## config.mk

```make
export PLATFORM = sky130hd
export DESIGN_NAME = uart_rx_flat
export DESIGN_NICKNAME = d
export VERILOG_FILES = /design/src/rtl/uart_rx_if.sv /design/src/rtl/uart_rx.sv /design/src/flat_wrapper.sv
export SDC_FILE = /design/constraint.sdc
export NUM_CORES = 1
export LEC_CHECK = 0
export ABC_CLOCK_PERIOD_IN_PS = 3000
export CORE_MARGIN = 3
export CORE_UTILIZATION = 40
export CTS_BUF_LIST = sky130_fd_sc_hd__clkbuf_8
export DETAILED_ROUTE_END_ITERATION = 16
export GPL_ROUTABILITY_DRIVEN = 0
export PLACE_DENSITY = 0.66
export SLEW_MARGIN = 30
export SYNTH_ARGS = -nofsm -noshare
export SYNTH_HDL_FRONTEND = slang
export SYNTH_SLANG_ARGS = --single-unit
```

## constraint.sdc

```tcl
create_clock -name clk -period 3 [get_ports clk]
set_clock_uncertainty 0.15 [all_clocks]
set_input_delay 0.3 -clock clk [delete_from_list [all_inputs] [get_ports clk]]
set_output_delay 0.3 -clock clk [all_outputs]
set_load 0.01 [all_outputs]
```

## src/rtl/uart_rx_if.sv

```systemverilog
`default_nettype none
// ============================================================================
// Module  : uart_rx_if
// Brief   : Serial line, consumer handshake and status bundle for uart_rx.
// Revision: 1.0
// ============================================================================
interface uart_rx_if;
    logic       rx;
    logic       data_ack;
    logic [7:0] data_out;
    logic       data_valid;
    logic       data_ready;
    logic       frame_err;
    logic       overrun;
    logic       busy;

    modport slave (
        input  rx,
        input  data_ack,
        output data_out,
        output data_valid,
        output data_ready,
        output frame_err,
        output overrun,
        output busy
    );

    modport master (
        output rx,
        output data_ack,
        input  data_out,
        input  data_valid,
        input  data_ready,
        input  frame_err,
        input  overrun,
        input  busy
    );
endinterface
`default_nettype wire

```

## src/rtl/uart_rx.sv

```systemverilog
`default_nettype none
// ============================================================================
// Module  : uart_rx
// Brief   : 8N1 UART receiver with mid-bit sampling, overrun and framing flags.
// Revision: 1.0
// ============================================================================
module uart_rx #(
    parameter int CLKS_PER_BIT = 868
) (
    input  wire logic  clk,
    input  wire logic  rst_n,
    uart_rx_if.slave   bus
);
    localparam int              CNT_W  = (CLKS_PER_BIT > 1) ? $clog2(CLKS_PER_BIT) : 1;
    localparam logic [CNT_W-1:0] c_HALF = CNT_W'((CLKS_PER_BIT - 1) / 2);
    localparam logic [CNT_W-1:0] c_LAST = CNT_W'(CLKS_PER_BIT - 1);

    localparam logic [2:0] S_IDLE      = 3'd0;
    localparam logic [2:0] S_START     = 3'd1;
    localparam logic [2:0] S_DATA      = 3'd2;
    localparam logic [2:0] S_STOP      = 3'd3;
    localparam logic [2:0] S_WAIT_IDLE = 3'd4;

    logic             r_rx_meta;
    logic             r_rx_s;
    logic [2:0]       r_state;
    logic [2:0]       w_next;
    logic [CNT_W-1:0] r_cnt;
    logic [2:0]       r_idx;
    logic [7:0]       r_shift;
    logic [7:0]       r_data_out;
    logic             r_valid;
    logic             r_ready;
    logic             r_ferr;
    logic             r_ovr;

    logic             w_busy;
    logic             w_cnt_clr;
    logic             w_sample_bit;
    logic             w_good;
    logic             w_bad;

    always_ff @(posedge clk or negedge rst_n) begin
        if (!rst_n) begin
            r_rx_meta <= 1'b1;
            r_rx_s    <= 1'b1;
        end else begin
            r_rx_meta <= bus.rx;
            r_rx_s    <= r_rx_meta;
        end
    end

    always_ff @(posedge clk or negedge rst_n) begin
        if (!rst_n) begin
            r_state <= S_IDLE;
        end else begin
            r_state <= w_next;
        end
    end

    always_comb begin
        w_next = r_state;
        case (r_state)
            S_IDLE: begin
                if (!r_rx_s) w_next = S_START;
            end
            S_START: begin
                if (r_cnt == c_HALF) w_next = r_rx_s ? S_IDLE : S_DATA;
            end
            S_DATA: begin
                if ((r_cnt == c_LAST) && (r_idx == 3'd7)) w_next = S_STOP;
            end
            S_STOP: begin
                if (r_cnt == c_LAST) w_next = r_rx_s ? S_IDLE : S_WAIT_IDLE;
            end
            S_WAIT_IDLE: begin
                // A held-low line (break) must return high before a new start.
                if (r_rx_s) w_next = S_IDLE;
            end
            default: w_next = S_IDLE;
        endcase
    end

    always_comb begin
        w_busy       = (r_state != S_IDLE);
        w_cnt_clr    = 1'b0;
        w_sample_bit = 1'b0;
        w_good       = 1'b0;
        w_bad        = 1'b0;
        case (r_state)
            S_IDLE:      w_cnt_clr = 1'b1;
            S_WAIT_IDLE: w_cnt_clr = 1'b1;
            S_START:     w_cnt_clr = (r_cnt == c_HALF);
            S_DATA: begin
                w_cnt_clr    = (r_cnt == c_LAST);
                w_sample_bit = (r_cnt == c_LAST);
            end
            S_STOP: begin
                w_cnt_clr = (r_cnt == c_LAST);
                w_good    = (r_cnt == c_LAST) &&  r_rx_s;
                w_bad     = (r_cnt == c_LAST) && !r_rx_s;
            end
            default: w_cnt_clr = 1'b1;
        endcase
    end

    always_ff @(posedge clk or negedge rst_n) begin
        if (!rst_n) begin
            r_cnt   <= '0;
            r_idx   <= 3'd0;
            r_shift <= 8'h00;
        end else begin
            r_cnt <= w_cnt_clr ? '0 : r_cnt + CNT_W'(1);
            if (r_state == S_START) begin
                r_idx <= 3'd0;
            end else if (w_sample_bit) begin
                r_idx          <= r_idx + 3'd1;
                r_shift[r_idx] <= r_rx_s;
            end
        end
    end

    always_ff @(posedge clk or negedge rst_n) begin
        if (!rst_n) begin
            r_data_out <= 8'h00;
            r_valid    <= 1'b0;
            r_ready    <= 1'b0;
            r_ferr     <= 1'b0;
            r_ovr      <= 1'b0;
        end else begin
            r_valid <= w_good;
            r_ferr  <= w_bad;
            if (w_good) begin
                r_data_out <= r_shift;
                r_ready    <= 1'b1;
                // A simultaneous acknowledge consumes the old byte, so no overrun.
                if (r_ready && bus.data_ack) r_ovr <= 1'b0;
                else if (r_ready)            r_ovr <= 1'b1;
            end else if (r_ready && bus.data_ack) begin
                r_ready <= 1'b0;
                r_ovr   <= 1'b0;
            end
        end
    end

    assign bus.data_out   = r_data_out;
    assign bus.data_valid = r_valid;
    assign bus.data_ready = r_ready;
    assign bus.frame_err  = r_ferr;
    assign bus.overrun    = r_ovr;
    assign bus.busy       = w_busy;
endmodule
`default_nettype wire

```

## src/flat_wrapper.sv

```systemverilog
// flat-port wrapper written by rule: the top's interface ports become plain ports
module uart_rx_flat 
#(
    parameter int CLKS_PER_BIT = 868
)
  (clk, rst_n, bus_rx, bus_data_ack, bus_data_out, bus_data_valid, bus_data_ready, bus_frame_err, bus_overrun, bus_busy);
  uart_rx_if bus_i ();
  input  wire logic clk;
  input  wire logic rst_n;
  input wire logic [$bits(bus_i.rx)-1:0] bus_rx;
  input wire logic [$bits(bus_i.data_ack)-1:0] bus_data_ack;
  output wire logic [$bits(bus_i.data_out)-1:0] bus_data_out;
  output wire logic [$bits(bus_i.data_valid)-1:0] bus_data_valid;
  output wire logic [$bits(bus_i.data_ready)-1:0] bus_data_ready;
  output wire logic [$bits(bus_i.frame_err)-1:0] bus_frame_err;
  output wire logic [$bits(bus_i.overrun)-1:0] bus_overrun;
  output wire logic [$bits(bus_i.busy)-1:0] bus_busy;
  assign bus_i.rx = bus_rx;
  assign bus_i.data_ack = bus_data_ack;
  assign bus_data_out = bus_i.data_out;
  assign bus_data_valid = bus_i.data_valid;
  assign bus_data_ready = bus_i.data_ready;
  assign bus_frame_err = bus_i.frame_err;
  assign bus_overrun = bus_i.overrun;
  assign bus_busy = bus_i.busy;
  uart_rx #(.CLKS_PER_BIT(CLKS_PER_BIT)) u_core (.clk(clk), .rst_n(rst_n), .bus(bus_i));
endmodule
```

Yosys cells after proc, flatten, opt, wreduce, memory -nomap -nowiden. Cells that the tools add are included.

Magnitude comparators: 2. Bitwise operators: 1. Multiplexer cells: 23. $add $sub $neg: 2. Equal/unequal tests: 12. Reduce and logical (&&, ||, !) cells: 15.

Operator list (count): $mux 3 (8); $pmux 3 s5 (1); $add 10x1->10 const B (1); $eq 10x10->1 const B (1); $eq 10x9->1 const B (1); $mux 10 (1); $mux 1 (9); $bwmux 8 (1); $ne 2x1->1 const B (4); $eq 3x2->1 const B (2); $eq 3x3->1 const B (2); $reduce_bool 2->1 (3); $logic_and 1x1->1 (5); $reduce_and 5->1 (1); $lt 3x4->1 const B (1); $reduce_and 2->1 (2); $add 3x1->3 const B (1); $demux 1 s3 (1); $eq 3x1->1 const B (1); $ge 3x1->1 const B (1); $logic_not 3->1 (1); $reduce_bool 3->1 (1); $mux 2 (1); $ne 2x2->1 const B (1); other kinds (4) (4).

Input port bits: 4. Register bits after elaboration: 38.

Depth between registers and ports, before layout.
Word-level depth: 5. Depth in mapped cells: 6.

Worst setup path before layout. Ideal clock, no wire load.

Path kind: reg2reg. From: register u_core.r_cnt[0]. To: register u_core.r_data_out[0] (netlist: u_core.bus.data_out[0]). Clock period less this slack: 2.155 ns. Arrival time: 1.881 ns. Stages on the path, launching flop included: 5. Buffers on the path: 0. Path slack: 0.845 ns. Setup time: 0.125 ns. Cells stage by stage: dfrtp_1 > ha_1 > or4bb_1 > nor4_4 > mux2_2.

Word-level cells in the longest chain between the ends: 3.

RTL lines: from (decl) (line uart_rx.sv:28) `logic [CNT_W-1:0] r_cnt;`; from (signal assigned) (line uart_rx.sv:113) `r_cnt <= w_cnt_clr ? '0 : r_cnt + CNT_W'(1);`; $eq 10x10->1 (line uart_rx.sv:100) `w_good = (r_cnt == c_LAST) && r_rx_s;`; $logic_and 1x1->1 (line uart_rx.sv:100); $mux 1 (line uart_rx.sv:90) `case (r_state)`; to (signal assigned) (line uart_rx.sv:134) `r_data_out <= r_shift;`; to (decl) (line uart_rx.sv:31) `logic [7:0] r_data_out;`.

No other way between the ends. A chain may end at the register's enable or synchronous reset.

Final worst setup path.
From: register u_core.r_state[1]. To: register u_core.r_shift[5].

Word-level cells in the longest chain between the ends: 3. Elaborated cells between the ends (all ways): 5. Classes of those cells: 2 x eq/ne; 1 x mux; 1 x bitwise; 1 x reduce/logical.

RTL lines: from (decl) (line uart_rx.sv:26) `logic [2:0] r_state;`; from (signal assigned) (line uart_rx.sv:57) `r_state <= w_next;`; $eq 3x2->1 / $eq 3x1->1 (equally long branches) (line uart_rx.sv:90, uart_rx.sv:114); $mux 1 / $not 1->1 (equally long branches); $reduce_and 2->1 (no line) *; to (signal, indexed assignment) (line uart_rx.sv:118) `r_shift[r_idx] <= r_rx_s;`; to (decl) (line uart_rx.sv:30) `logic [7:0] r_shift;`.

Mark *: on every way between the ends. The rest lies on a longest branch, timed or not.

==> results.yml <==
routing:
  viasPerCell: 5.64
  drc: 0
  drt.antenna.violating_nets: 0
  detail_route.wl_per_cell_um: 15.3
  drt_wl_total_mm: 3.44
  drt_iter0_markers: 114
  detail_route.first_pass.iterations: 4
  dr_total_vias: 1268
sta:
  setup_violations: 0
  max_slew_margin_pct: 46.0
  final-hold-violation-count: 0
  highest_clock_rate_mhz: 418
  slew_at_the_pin_closest_to_its_max_slew_limit_ns: 0.810
  final.setup.tns_ns: 0
  post-route-min-period_ns: 2.39
  post-route-period-util_pct: 79.7
  post_layout_worst_setup_margin_ns: 0.610
  setup_repair_after_global_routing_missed_its_margin: "false"
  slew_violations: 0
power:
  leakagePower_uw: 0.000896
  pwr_density_cell_nw_per_um2: 456
  total_power_uw: 962
  peakVddDrop_v: 0.000342
floorplanning:
  die-height_um: 73.2
  io_pins: 17
  placementRows: 23
  die_w_um: 73.2
  area_enclosed_by_the_die_boundary_sq_um: 5360
  initial_core_util_pct: 43.3
  core-area_sq_um: 4170
grt:
  wire_length_of_the_first_global_routing_pass_mm: 6.07
  grt_antenna_before_repair: 0
  grt_overflow: 0
  overall_global_routing_resource_usage_pct: 14.7
  maximum_number_of_pins_on_one_net_before_global_route_repair: 39
  grt_pass1_vias: 1291
synthesis:
  synth_ff_type: "dfrtp_1"
  synth-edff-count: 0
  synth_top_cell_area_share_pct: 49.9
  post-synth-top-area-cell: "dfrtp_1"
  netlist_instances: 157
  synth-seq-cells: 38
  yosys.cell_count.top_type: "dfrtp_1"
  post_synth_instance_area_sq_um: 1810
  synthDistinctLibCells: 41
  syn_nets: 165
  synthesis.yosys.warnings: 0
  asyncSetResetFlopFracSynth_pct: 100
  synth_seq_area_share_pct: 52.8
  synth_top_cells_by_area: "dfrtp_1 50%, mux2_2 11%, nor3_1 3.9%"
  avgSynthCellArea_sq_um: 11.5
  synth.cells.most_frequent: "36 x dfrtp_1, 17 x mux2_2, 14 x nor3_1"
status:
  result_of_the_run: "complete, no violations"
place:
  io_buffer_count: 16
  place_ws_ns: 0.608
  detailedPlacementHpwl_mm: 2.47
setup_path:
  r2r_slack_ns: 0.61
  reg2reg_depth: 4
  critical_path.max_fanout: 12
  critPathKind: "flip-flop to flip-flop"
  timing.critical_path.arrival_ns: 2.42
  timing.rr.end: "u_core.r_shift[5]"
  timing.critical_path.to_type: "flip-flop"
  startpoint_type: "flip-flop"
  crit_required_ns: 3.03
  timing.rr.start: "u_core.r_state[1]"
clock_tree:
  post_cts.resized_instances: 0
  cts_inserted_buffers: 5
  clock_tree_from_tritoncts: "done"
  clk-insertion-delay-late_ns: 0.29
  cts.htree.levels: 2
  clk_root_buffer_cell: "clkbuf_8"
  post_cts_buffers: 0
  cts_hold_repair.buffers: 1
  maximum_clock_insertion_buffer_count: 2
  clk_pin_slew_ns: 0.08
  cts_sink_cnt: 38
cells_and_area:
  diode_insertion_count_for_antenna_repair: 0
  drive_gt1_share_pct: 18.3
  design.final.nets: 182
  synthesis_to_layout_area_growth_pct: 16.8
min_path:
  hold_path_class: "flip-flop to flip-flop"
  hold-path-cell-count: 0
  worstHoldEndpoint: "u_core.r_rx_s"
  worstHoldStart: "u_core.r_rx_meta"
run:
  drv_cap: 0
## worst max-delay path by stage
stage / startpoint / endpoint / slack [ns] / cells after the start
2_1_floorplan: u_core.r_cnt[0] / u_core.bus.data_out[0] / 0.84 / 4
3_3_place_gp: u_core.r_cnt[0] / u_core.bus.data_out[2] / 0.67 / 4
3_5_place_dp: u_core.r_cnt[0] / u_core.bus.data_out[3] / 0.61 / 4
4_1_cts: u_core.r_cnt[0] / u_core.bus.data_out[3] / 0.60 / 4
5_1_grt: u_core.r_state[1] / u_core.r_shift[5] / 0.40 / 4
6_report: u_core.r_state[1] / u_core.r_shift[5] / 0.61 / 4
## placed cells by master, fill, tap and decap left out, types with 2 or more instances in the layout
master	n
a21oi_1	3
clkbuf_8	5
clkdlybuf4s50_1	15
clkinvlp_4	2
dfrtp_1	36
dfstp_2	2
ha_1	4
inv_1	5
mux2_2	17
nand2_1	8
nand2b_1	2
nand3_1	5
nand4_1	3
nor2_1	7
nor2b_1	2
nor3_1	14
nor4_1	7
nor4b_1	3
o211ai_1	2
o21ai_0	4
xnor2_1	6
xor2_1	2
## sequential cells by signal (all words and copies together), names as in the netlist
signal and flops:
u_core.r_cnt 10, u_core.r_rx_meta 1, u_core.bus.data_out 8, u_core.r_shift 8, u_core.r_state 3, u_core.bus.overrun 1, u_core.bus.frame_err 1, u_core.bus.data_ready 1
u_core.r_idx 3, u_core.bus.data_valid 1, u_core.r_rx_s 1
## cell families after synthesis
| kind of cell | count (synthesis) | share of synthesized area (%) |
|---|---|---|
| adder cells (fa/ha/maj) | 4 | 2.77 |
| AND/OR/NAND/NOR | 60 | 19.9 |
| XOR/XNOR | 8 | 3.88 |
| buffers and inverters | 13 | 3.53 |
| AO/OA/AOI/OAI | 17 | 6.51 |
| flip-flops | 38 | 52.8 |
| multiplexers | 17 | 10.6 |
## stage by stage
stage	util (%)	area (sq um)	instances	hold WS, ns
6_report	50.6	2110	225	0.223
5_1_grt	50.6	2110	225	0.232
2_1_floorplan	-	1810	157	-0.146
3_3_place_gp	47.6	1990	216	0.196
4_1_cts	50.6	2110	225	0.222
3_5_place_dp	47.6	1990	216	0.204
## worst max-delay path, cell delays in order (launching register included)
cell     delay [ns]
dfrtp_1        0.57
nor2b_1        0.38
nand4_1        0.34
nor4_1         0.46
mux2_2         0.39
## layout make-up
class	instances	area, sq um
Multi-Input combinational cell	106	788
Tap cell	50	62.6
Timing Repair Buffer	18	173
Clock inverter	3	45.0
Sequential cell	38	953
Clock buffer	5	68.8
Fill cell	370	2060
Inverter	5	18.8
## metal layers
metal,part of all wire (%),GRT usage [%]
met1,49,19.6
met2,46,22.0
met3,3.5,4.13
met4,1.4,6.76
met5,0,0
## power by group
part	switching, uW	internal, uW	leakage [uW]
Clock	184	247	0.0000504
Combinational	10.0	3.79	0.000342
Sequential	2.77	514	0.000504
Total	197	765	0.000896
Power figures use the tool's default switching activity.
